**config.mk**
```make
export PLATFORM = sky130hd
export DESIGN_NAME = simple_rr_arbiter_flat
export DESIGN_NICKNAME = d
export VERILOG_FILES = /design/src/rtl/simple_rr_arbiter_if.sv /design/src/rtl/simple_rr_arbiter.sv /design/src/flat_wrapper.sv
export SDC_FILE = /design/constraint.sdc
export NUM_CORES = 1
export LEC_CHECK = 0
export CORE_MARGIN = 2
export CORE_UTILIZATION = 38
export DETAILED_ROUTE_END_ITERATION = 6
export PLACE_DENSITY = 0.82
export SYNTH_ARGS = -nofsm -noshare
export SYNTH_HDL_FRONTEND = slang
export SYNTH_SLANG_ARGS = --single-unit
```
**constraint.sdc**
```tcl
create_clock -name clk -period 2.4 [get_ports clk]
set_clock_uncertainty 0.15 [all_clocks]
set_input_delay 0.36 -clock clk [delete_from_list [all_inputs] [get_ports clk]]
set_output_delay 0.36 -clock clk [all_outputs]
set_load 0.01 [all_outputs]
```
**src/rtl/simple_rr_arbiter_if.sv**
```systemverilog
`default_nettype none
// ============================================================================
// Module   : simple_rr_arbiter_if
// Brief    : Shared "simple" channel; the arbiter drives the dir1 side.
// Revision : 1.0 - initial release
// ============================================================================
interface simple_rr_arbiter_if #(
  parameter int WIDTH = 32
);
  logic [WIDTH-1:0] simple1;
  logic             simple1_valid;
  logic [WIDTH-1:0] simple2;
  logic             simple2_valid;

  modport master (
    output simple1,
    output simple1_valid,
    input  simple2,
    input  simple2_valid
  );

  modport slave (
    input  simple1,
    input  simple1_valid,
    output simple2,
    output simple2_valid
  );
endinterface
`default_nettype wire

```
**src/rtl/simple_rr_arbiter.sv**
```systemverilog
`default_nettype none
// ============================================================================
// Module   : simple_rr_arbiter
// Brief    : Round-robin arbiter sharing one simple channel among NREQ
//            requesters. Optional WAIT timeout: define SIMPLE_ARB_TIMEOUT_EN.
// Revision : 1.0 - initial release
// ============================================================================
module simple_rr_arbiter #(
  parameter int NREQ    = 4,
  parameter int WIDTH   = 32,
  parameter int TIMEOUT = 16
) (
  input  wire                    clk,
  input  wire                    rst,
  input  wire  [NREQ-1:0]        req_valid,
  input  wire  [NREQ*WIDTH-1:0]  req_data,
  output logic [NREQ-1:0]        req_ready,
  output logic [NREQ-1:0]        rsp_valid,
  output logic [WIDTH-1:0]       rsp_data,
  output logic                   rsp_err,
  output logic [NREQ-1:0]        grant,
  output logic                   busy,
  simple_rr_arbiter_if.master    chan
);

  localparam int c_iw = $clog2(NREQ);

  if (NREQ < 2 || NREQ > 8) begin : g_bad_nreq
    $error("simple_rr_arbiter: NREQ must be in 2..8");
  end
  if (TIMEOUT < 2 || TIMEOUT > 255) begin : g_bad_timeout
    $error("simple_rr_arbiter: TIMEOUT must be in 2..255");
  end

  typedef enum logic [1:0] {
    S_IDLE  = 2'd0,
    S_ISSUE = 2'd1,
    S_WAIT  = 2'd2,
    S_RESP  = 2'd3
  } state_t;

  state_t            r_state;
  state_t            w_state_nxt;
  logic [NREQ-1:0]   r_grant;
  logic [c_iw-1:0]   r_owner;
  logic [c_iw-1:0]   r_last;
  logic [WIDTH-1:0]  r_simple1;
  logic [WIDTH-1:0]  r_rsp_data;

  logic [NREQ-1:0]   w_mask;
  logic [NREQ-1:0]   w_hi;
  logic [NREQ-1:0]   w_pool;
  logic [NREQ-1:0]   w_oh;
  logic [c_iw-1:0]   w_win;
  logic [WIDTH-1:0]  w_sel;
  logic              w_found;
  logic              w_accept;
  logic              w_capture;

`ifdef SIMPLE_ARB_TIMEOUT_EN
  localparam logic [7:0] c_tmo_last = 8'(TIMEOUT - 1);
  logic [7:0]        r_cnt;
  logic              r_rsp_err;
  logic              w_expire;
`endif

  // Requests above the last owner take precedence; otherwise wrap to the lowest index.
  always_comb begin
    w_mask = '0;
    for (int i = 0; i < NREQ; i++) begin
      w_mask[i] = (c_iw'(i) > r_last);
    end
    w_hi    = req_valid & w_mask;
    w_pool  = (|w_hi) ? w_hi : req_valid;
    w_found = |req_valid;
    w_win   = '0;
    w_oh    = '0;
    w_sel   = '0;
    for (int i = NREQ - 1; i >= 0; i--) begin
      if (w_pool[i]) begin
        w_win    = c_iw'(i);
        w_oh     = '0;
        w_oh[i]  = 1'b1;
        w_sel    = req_data[i*WIDTH +: WIDTH];
      end
    end
  end

  always_ff @(posedge clk or negedge rst) begin
    if (!rst) begin
      r_state <= S_IDLE;
    end else begin
      r_state <= w_state_nxt;
    end
  end

  always_comb begin
    w_state_nxt = r_state;
    w_accept    = 1'b0;
    w_capture   = 1'b0;
`ifdef SIMPLE_ARB_TIMEOUT_EN
    w_expire    = 1'b0;
`endif
    case (r_state)
      S_IDLE: begin
        if (w_found) begin
          w_accept    = 1'b1;
          w_state_nxt = S_ISSUE;
        end
      end
      S_ISSUE: begin
        w_state_nxt = S_WAIT;
      end
      S_WAIT: begin
        if (chan.simple2_valid) begin
          w_capture   = 1'b1;
          w_state_nxt = S_RESP;
        end
`ifdef SIMPLE_ARB_TIMEOUT_EN
        else if (r_cnt == c_tmo_last) begin
          w_expire    = 1'b1;
          w_state_nxt = S_RESP;
        end
`endif
      end
      S_RESP: begin
        w_state_nxt = S_IDLE;
      end
      default: begin
        w_state_nxt = S_IDLE;
      end
    endcase
  end

  always_ff @(posedge clk or negedge rst) begin
    if (!rst) begin
      r_grant    <= '0;
      r_owner    <= '0;
      r_last     <= c_iw'(NREQ - 1);
      r_simple1  <= '0;
      r_rsp_data <= '0;
    end else begin
      if (w_accept) begin
        r_simple1 <= w_sel;
        r_grant   <= w_oh;
        r_owner   <= w_win;
      end
      if (w_capture) begin
        r_rsp_data <= chan.simple2;
      end
`ifdef SIMPLE_ARB_TIMEOUT_EN
      else if (w_expire) begin
        r_rsp_data <= '0;
      end
`endif
      if (r_state == S_RESP) begin
        r_last  <= r_owner;
        r_grant <= '0;
      end
    end
  end

`ifdef SIMPLE_ARB_TIMEOUT_EN
  // Counter is zero on the first WAIT cycle and counts elapsed WAIT cycles.
  always_ff @(posedge clk or negedge rst) begin
    if (!rst) begin
      r_cnt     <= '0;
      r_rsp_err <= 1'b0;
    end else begin
      if (r_state == S_ISSUE) begin
        r_cnt <= '0;
      end else if (r_state == S_WAIT) begin
        r_cnt <= r_cnt + 8'd1;
      end
      if (w_capture) begin
        r_rsp_err <= 1'b0;
      end else if (w_expire) begin
        r_rsp_err <= 1'b1;
      end
    end
  end

  assign rsp_err = r_rsp_err;
`else
  assign rsp_err = 1'b0;
`endif

  // Gated by reset so the accept strobe also drops while reset is held.
  assign req_ready          = {NREQ{w_accept & rst}} & w_oh;
  assign rsp_valid          = (r_state == S_RESP) ? r_grant : '0;
  assign rsp_data           = r_rsp_data;
  assign grant              = r_grant;
  assign busy               = (r_state != S_IDLE);
  assign chan.simple1       = r_simple1;
  assign chan.simple1_valid = (r_state == S_ISSUE);

endmodule
`default_nettype wire

```
**src/flat_wrapper.sv**
```systemverilog
// flat-port wrapper written by rule: the top's interface ports become plain ports
module simple_rr_arbiter_flat 
#(
  parameter int NREQ    = 4,
  parameter int WIDTH   = 32,
  parameter int TIMEOUT = 16
)
  (clk, rst, req_valid, req_data, req_ready, rsp_valid, rsp_data, rsp_err, grant, busy, chan_simple1, chan_simple1_valid, chan_simple2, chan_simple2_valid);
  simple_rr_arbiter_if #(.WIDTH(WIDTH)) chan_i ();
  input  wire clk;
  input  wire rst;
  input  wire  [NREQ-1:0] req_valid;
  input  wire  [NREQ*WIDTH-1:0] req_data;
  output logic [NREQ-1:0] req_ready;
  output logic [NREQ-1:0] rsp_valid;
  output logic [WIDTH-1:0] rsp_data;
  output logic rsp_err;
  output logic [NREQ-1:0] grant;
  output logic busy;
  output wire logic [$bits(chan_i.simple1)-1:0] chan_simple1;
  output wire logic [$bits(chan_i.simple1_valid)-1:0] chan_simple1_valid;
  input wire logic [$bits(chan_i.simple2)-1:0] chan_simple2;
  input wire logic [$bits(chan_i.simple2_valid)-1:0] chan_simple2_valid;
  assign chan_simple1 = chan_i.simple1;
  assign chan_simple1_valid = chan_i.simple1_valid;
  assign chan_i.simple2 = chan_simple2;
  assign chan_i.simple2_valid = chan_simple2_valid;
  simple_rr_arbiter #(.NREQ(NREQ), .WIDTH(WIDTH), .TIMEOUT(TIMEOUT)) u_core (.clk(clk), .rst(rst), .req_valid(req_valid), .req_data(req_data), .req_ready(req_ready), .rsp_valid(rsp_valid), .rsp_data(rsp_data), .rsp_err(rsp_err), .grant(grant), .busy(busy), .chan(chan_i));
endmodule
```
==> impl_metrics.env, run 1 <==
export IMPL_worstPathRequired_ns=1.89
export IMPL_die_y_um=107
export IMPL_critPathMaxFanout=3
export IMPL_max_freq_ghz=0.434
export IMPL_critPathKind="register to primary output"
export IMPL_clk_pin_slew_ns=0.10
export IMPL_core_mm2=0.0104
export IMPL_synth_ff_type="dfrtp_1"
export IMPL_ys_types=31
export IMPL_hp_class="input pin to async pin"
export IMPL_power_density_mw_per_mm2=1110
export IMPL_grt_pass1_wl_um=21400
export IMPL_finalHoldViolations=0
export IMPL_yosys_warnings=0
export IMPL_vdd_ir_drop_max_uv=543
export IMPL_die_area_mm2=0.0116
export IMPL_multi_input_area_mm2=0.00202
export IMPL_drive_gt1_share_pct=25.0
export IMPL_syn_area_mm2=0.00407
export IMPL_htreeDepth=3
export IMPL_cts_sinks=74
export IMPL_fill_cells=821
export IMPL_switching_share_pct=36.9
export IMPL_dieWidth_um=107
export IMPL_area_delta_synth_final_pct=72.3
export IMPL_power_frac_comb_pct=57.3
export IMPL_synth_edff_count=0
export IMPL_grt_pass1_vias=4160
export IMPL_ys_ff_latch=74
export IMPL_drc=0
export IMPL_status="finished, final reports clean"
export IMPL_dp_hpwl_um=10500
export IMPL_cp_start_kind="register"
export IMPL_antenna_found_initial=0
export IMPL_num_vias=4058
export IMPL_postSynthCellCount=369
export IMPL_clk_latency_ns=0.35
export IMPL_cap_violations=0
export IMPL_tns_ns=0
export IMPL_worst_pin_slew_ns=0.941
export IMPL_crit_path_end_kind="primary output"
export IMPL_slew_headroom_pct=37.2
export IMPL_ys_seq_area_share_pct=45.6
export IMPL_nets=795
export IMPL_fin_crit_sh_pct=96.0
export IMPL_core_rowCount=37
export IMPL_synthArstFlopShare_pct=100
export IMPL_root_buffer="clkbuf_8"
export IMPL_rsz0062_at_grt="no"
export IMPL_cp_data_arrival_time_ns=1.79
export IMPL_seqCellArea_mm2=0.00185
export IMPL_grt_ovfl_total=0
export IMPL_p_seq_share_pct=28.4
export IMPL_p_sw_mw=2.87
export IMPL_track_usage_pct=23.7
export IMPL_drv_slew=0
export IMPL_numCtsBuffers=9
export IMPL_finalWeightedCongestion=0.835
export IMPL_p_int_mw=4.90
export IMPL_clockBufferDepth=2
export IMPL_finalSetupViolCount=0
export IMPL_pwr_share_clk_pct=14.3
export IMPL_period_minus_slack_ns=2.30
export IMPL_io_buffers=244
export IMPL_grt_max_degree=75
export IMPL_syn_area_per_cell_um2=11.0
export IMPL_avgRoutedWirePerCell_um=18.4
export IMPL_routed_via_density=5.31
export IMPL_drt_iter0_markers=237
export IMPL_power_mw=7.78
export IMPL_power_leakage_nw=2.84
export IMPL_antenna_left=0
export IMPL_synth_nets=541
export IMPL_first_pass_iters=4
export IMPL_fin_area_mm2=0.00701
export IMPL_dpl_cell_area_mm2=0.00674
export IMPL_tritoncts="built"
export IMPL_start_util_pct=39.2
export IMPL_antenna_cells=0
export IMPL_drt_total_wl_um=14100
export IMPL_ioPinCount=246
## logic make-up (layout without fill, tap and decap cells)
group | after synthesis | after routing | synth area share [%]
AO/OA/AOI/OAI | 149 | 149 | 31.0
other | 1 | 1 | 0.0921
buffers and inverters | 41 | 300 | 5.93
multiplexers | 33 | 33 | 9.13
AND/OR/NAND/NOR | 66 | 66 | 6.70
adder cells (fa/ha/maj) | 5 | 5 | 1.54
flip-flops | 74 | 74 | 45.6
## stage by stage
stage                     std cells  utilization (%)  hold slack [ns]  worst slack (ns)
after floorplan                 369                -          -0.0856             0.228
after global placement          743             65.0            0.318            -0.214
after detailed placement        743             65.0            0.331            -0.287
after CTS                       759             67.2            0.185           0.00197
after global routing            764             67.6            0.220            0.0185
final                           764             67.6            0.148            0.0966
## worst paths after layout
| kind | from | endpoint | slack [ns] | cells past startpoint |
|---|---|---|---|---|
| max | u_core.r_state[0] | req_ready[3] | 0.1 | 8 |
| min | rst | u_core.chan.simple1[23] | 0.15 | 2 |
| max reg2reg | u_core.r_last[1] | u_core.chan.simple1[24] | 0.26 | 8 |
| min reg2reg | u_core.r_owner[0] | u_core.r_owner[0] | 0.35 | 2 |
| max in group asynchronous | rst | u_core.chan.simple1[11] | 1.33 | 2 |
| min in group clk | u_core.r_owner[0] | u_core.r_owner[0] | 0.35 | 2 |
## cell type report
type | instances | share of cell area (%)
Timing Repair Buffer | 277 | 38.8
Multi-Input combinational cell | 254 | 28.8
Sequential cell | 74 | 26.4
Tap cell | 136 | 2.43
Clock buffer | 9 | 1.77
Clock inverter | 7 | 1.43
Inverter | 7 | 0.375
## synth_stat cells, types with 2 or more instances
library cell,number,area (µm²)
o211ai_1,5,37.5
buf_6,8,90.1
buf_4,5,37.5
ha_1,5,62.6
nand3_1,3,15.0
o211ai_2,27,338
mux2_2,33,372
dfrtp_1,72,1800
dfstp_2,2,52.6
a21oi_2,28,245
a221o_1,32,320
inv_1,7,26.3
a21oi_1,44,220
nand2_1,17,63.8
buf_2,7,35.0
nor2_1,38,143
clkbuf_1,11,41.3
and2_1,4,25.0
o21ai_0,7,35.0
buf_1,3,11.3
## routing by layer
layer,global-route usage [%],part of all wire [%],vias up
met1,26.5,37,1941
met5,0,0,-
met4,7.69,2.4,0
met3,5.21,8.1,28
li1,-,-,1886
met2,44.2,53,203
## critical path, stage by stage, from the launching register on
cell and delay, ns:
dfrtp_1 0.42, inv_2 0.09, ha_2 0.19, inv_1 0.08, a21oi_4 0.13, nand2_2 0.07
buf_4 0.13, nor2_1 0.09, clkdlybuf4s15_2 0.24
## cells in the final DEF (no fill, tap or decap), types with 7 or more instances in the layout
cell             instances
clkdlybuf4s50_1        238
dfrtp_1                 72
a21oi_1                 42
nor2_1                  37
mux2_2                  33
a221o_1                 32
buf_4                   31
a21oi_2                 29
o211ai_2                27
nand2_1                 15
clkbuf_8                 9
o21ai_0                  7
## power groups by stage
stage          Clock, mW  Combinational, mW  Sequential (mW)
2_1_floorplan          0               2.04             2.48
3_3_place_gp           0               4.32             2.21
3_5_place_dp           0               4.42             2.24
4_1_cts             1.13               4.42             2.22
5_1_grt             1.19               4.79             2.30
6_report            1.11               4.45             2.21
## state kept, by name, summed over array words and instances, names as in the netlist
signal	flops
u_core.chan.simple1	32
u_core.grant	4
u_core.r_last	2
u_core.r_owner	2
u_core.r_state	2
u_core.rsp_data	32
## timing repair
item                                    in CTS  in global routing
pin swaps                                    0                  0
resized for setup                           14                  8
hold buffers                                 0                  0
endpoints found under the hold margin        0                  0
setup buffers                                0                  5
endpoints found under the setup margin       4                  4
Note: power is estimated with default switching activity, not from simulation.
==> run 2: changes to the inputs <==
Settings changed: ABC_AREA set to 1, CORE_UTILIZATION 38 to 41, PLACE_DENSITY 0.82 to 0.83.
==> impl_metrics.env, run 2 <==
export IMPL_vdd_ir_drop_max_uv=797
export IMPL_numCtsBuffers=9
export IMPL_grt_ovfl_total=0
export IMPL_root_buffer="clkbuf_16"
export IMPL_rr_startpoint="u_core.r_state[1]"
export IMPL_die_area_mm2=0.0125
export IMPL_highest_layer="met4"
export IMPL_synth_ff_type="dfrtp_1"
export IMPL_clk_pin_slew_ns=0.07
export IMPL_hp_class="input pin to async pin"
export IMPL_crit_path_end_kind="primary output"
export IMPL_critPathKind="register to primary output"
export IMPL_finalWeightedCongestion=0.842
export IMPL_drt_iter0_markers=304
export IMPL_critPathMaxFanout=4
export IMPL_drt_total_wl_um=15900
export IMPL_first_pass_iters=4
export IMPL_drc=0
export IMPL_ioPinCount=246
export IMPL_p_seq_share_pct=26.6
export IMPL_dieWidth_um=112
export IMPL_nets=1094
export IMPL_power_leakage_nw=4.02
export IMPL_ys_top_cells_by_count="389 x nand2_1, 72 x dfrtp_1, 48 x inv_1, 38 x nand3_1, 32 x mux2_2"
export IMPL_wl_met2_um=8130
export IMPL_drive_gt1_share_pct=12.5
export IMPL_cp_top_family="simple AND/OR/NAND/NOR gates"
export IMPL_htreeDepth=3
export IMPL_pwr_share_clk_pct=20.4
export IMPL_fin_crit_sh_pct=95.9
export IMPL_io_buffers=244
export IMPL_syn_area_per_cell_um2=7.00
export IMPL_num_vias=5022
export IMPL_utilization_pct=67.7
export IMPL_crit_buf_inv=1
export IMPL_rr_endpoint="u_core.chan.simple1[14]"
export IMPL_synth_edff_count=0
export IMPL_wl_met1_um=6600
export IMPL_period_minus_slack_ns=2.30
export IMPL_dp_slack_ns=-0.295
export IMPL_switching_share_pct=37.8
export IMPL_netlist_top_cells_area="dfrtp_1 38%, nand2_1 31%, mux2_2 7.6%"
export IMPL_core_rowCount=39
export IMPL_antenna_left=0
export IMPL_synth_most_common_cell="nand2_1"
export IMPL_p_int_mw=5.26
export IMPL_grt_pass1_wl_um=25400
export IMPL_status="finished, final reports clean"
export IMPL_worstPathRequired_ns=1.89
export IMPL_worst_pin_slew_ns=0.971
export IMPL_power_frac_comb_pct=53.0
export IMPL_cp_data_arrival_time_ns=1.79
export IMPL_final_common_cell="nand2_1"
export IMPL_r2r_setup_slack_ns=0.39
export IMPL_postSynthCellCount=679
export IMPL_synthArstFlopShare_pct=100
export IMPL_fin_area_mm2=0.00769
export IMPL_cp_common_cell="nand2_1"
export IMPL_start_util_pct=41.8
export IMPL_synth_nets=851
export IMPL_area_delta_synth_final_pct=61.8
export IMPL_yosysTopAreaCell="dfrtp_1"
export IMPL_clk_latency_ns=0.35
export IMPL_finalSetupViolCount=0
export IMPL_cts_sinks=74
export IMPL_post_cts_buffers=0
export IMPL_mostFrequentLayoutCells="389 x nand2_1, 238 x clkdlybuf4s50_1, 71 x dfrtp_1"
export IMPL_avgRoutedWirePerCell_um=14.8
export IMPL_grt_pass1_vias=5063
export IMPL_dp_hpwl_um=11100
export IMPL_routed_via_density=4.69
export IMPL_ys_types=28
export IMPL_holdBufCountCts=0
export IMPL_syn_area_mm2=0.00475
export IMPL_dpl_cell_area_mm2=0.00729
export IMPL_crit_chain="nor2_1 -> nand2_1 -> nand2_1 -> nor2_4 -> nor2_4 -> nand2_1 -> nor2_1 -> dlygate4sd2_1"
export IMPL_max_freq_ghz=0.434
export IMPL_wl_met3_um=734
export IMPL_yosys_warnings=0
export IMPL_slowest_delay_ns=0.58
export IMPL_die_y_um=112
export IMPL_ys_ff_latch=74
export IMPL_finalHoldViolations=0
export IMPL_tritoncts="built"
export IMPL_ys_seq_area_share_pct=39.0
export IMPL_slowest_stage="dfstp_2"
export IMPL_synth_top_cell_area_share_pct=37.9
export IMPL_clockBufferDepth=2
export IMPL_core_mm2=0.0114
export IMPL_p_sw_mw=3.19
export IMPL_cp_start_kind="register"
export IMPL_slew_headroom_pct=35.3
export IMPL_ff2ff_path_depth=8
export IMPL_antenna_found_initial=1
export IMPL_drv_slew=0
export IMPL_setup_ws_ns=0.0979
export IMPL_rsz0062_at_grt="no"
export IMPL_grt_max_degree=75
export IMPL_cap_violations=0
export IMPL_hold_slack_ns=0.135
export IMPL_track_usage_pct=25.9
export IMPL_tns_ns=0
export IMPL_power_density_mw_per_mm2=1100
-- run 2: cell types whose count changed after synthesis, moves of 26 or more --
cell / before / now
nand2_1: 17 / 389
a21oi_1: 44 / 0
inv_1: 7 / 48
nand3_1: 3 / 38
a221o_1: 32 / 0
a21oi_2: 28 / 0
nor2_1: 38 / 10
o211ai_2: 27 / 0
nand2_2: 0 / 26
-- run 2: worst max path at each step --
| stage | from | to | slack (ns) | cells after the start |
|---|---|---|---|---|
| floorplan | u_core.r_state[0] | req_ready[1] | 0.51 | 7 |
| global placement | req_valid[3] | req_ready[3] | -0.27 | 9 |
| detailed placement | req_valid[3] | req_ready[2] | -0.29 | 9 |
| CTS | req_valid[3] | req_ready[2] | 0.02 | 9 |
| global route | u_core.r_last[1] | req_ready[1] | 0.002 | 7 |
| finish | u_core.r_last[1] | req_ready[2] | 0.1 | 8 |
-- run 2: power groups by stage --
stage	combinational (mW)	clock (mW)	sequential, mW
after floorplan	2.33	0	2.48
after global placement	4.38	0	2.22
after detailed placement	4.47	0	2.25
after CTS	4.50	1.76	2.24
after global routing	4.91	1.81	2.33
final	4.47	1.72	2.25
-- run 2: layer usage --
layer  track usage, %  vias to the layer above
met1             31.0                     2299
met2             45.6                      154
li1                 -                     2541
met5                0                        -
met3             3.97                       28
met4             11.9                        0
-- run 2: metrics by stage --
stage | std cells | power [mW]
finish | 1071 | 8.45
global route | 1071 | 9.05
CTS | 1070 | 8.50
detailed placement | 1054 | 6.72
global placement | 1054 | 6.60
floorplan | 679 | 4.81
-- run 2: cells by family after synthesis --
logic type	after synthesis	synth area share (%)
other cells	1	0.0789
mux	32	7.58
compound gates	6	0.658
fa+ha+maj	5	1.32
simple gates	474	40.9
flops	74	39.0
buf+inv	87	10.4
-- run 2: cell type report --
cell class | count | area (µm²)
timing repair buffer | 270 | 2670
fill | 942 | 3670
multi-input combinational | 518 | 2430
clock buffer | 9 | 225
sequential | 74 | 1860
antenna | 1 | 2.50
tap | 143 | 179
inverter | 49 | 184
clock inverter | 7 | 146
-- run 2: timing repair --
action                                  CTS  global route
pin swaps                                 0             1
endpoints found under the hold margin     0             0
endpoints found under the setup margin    8             5
gates resized for setup                   6             8
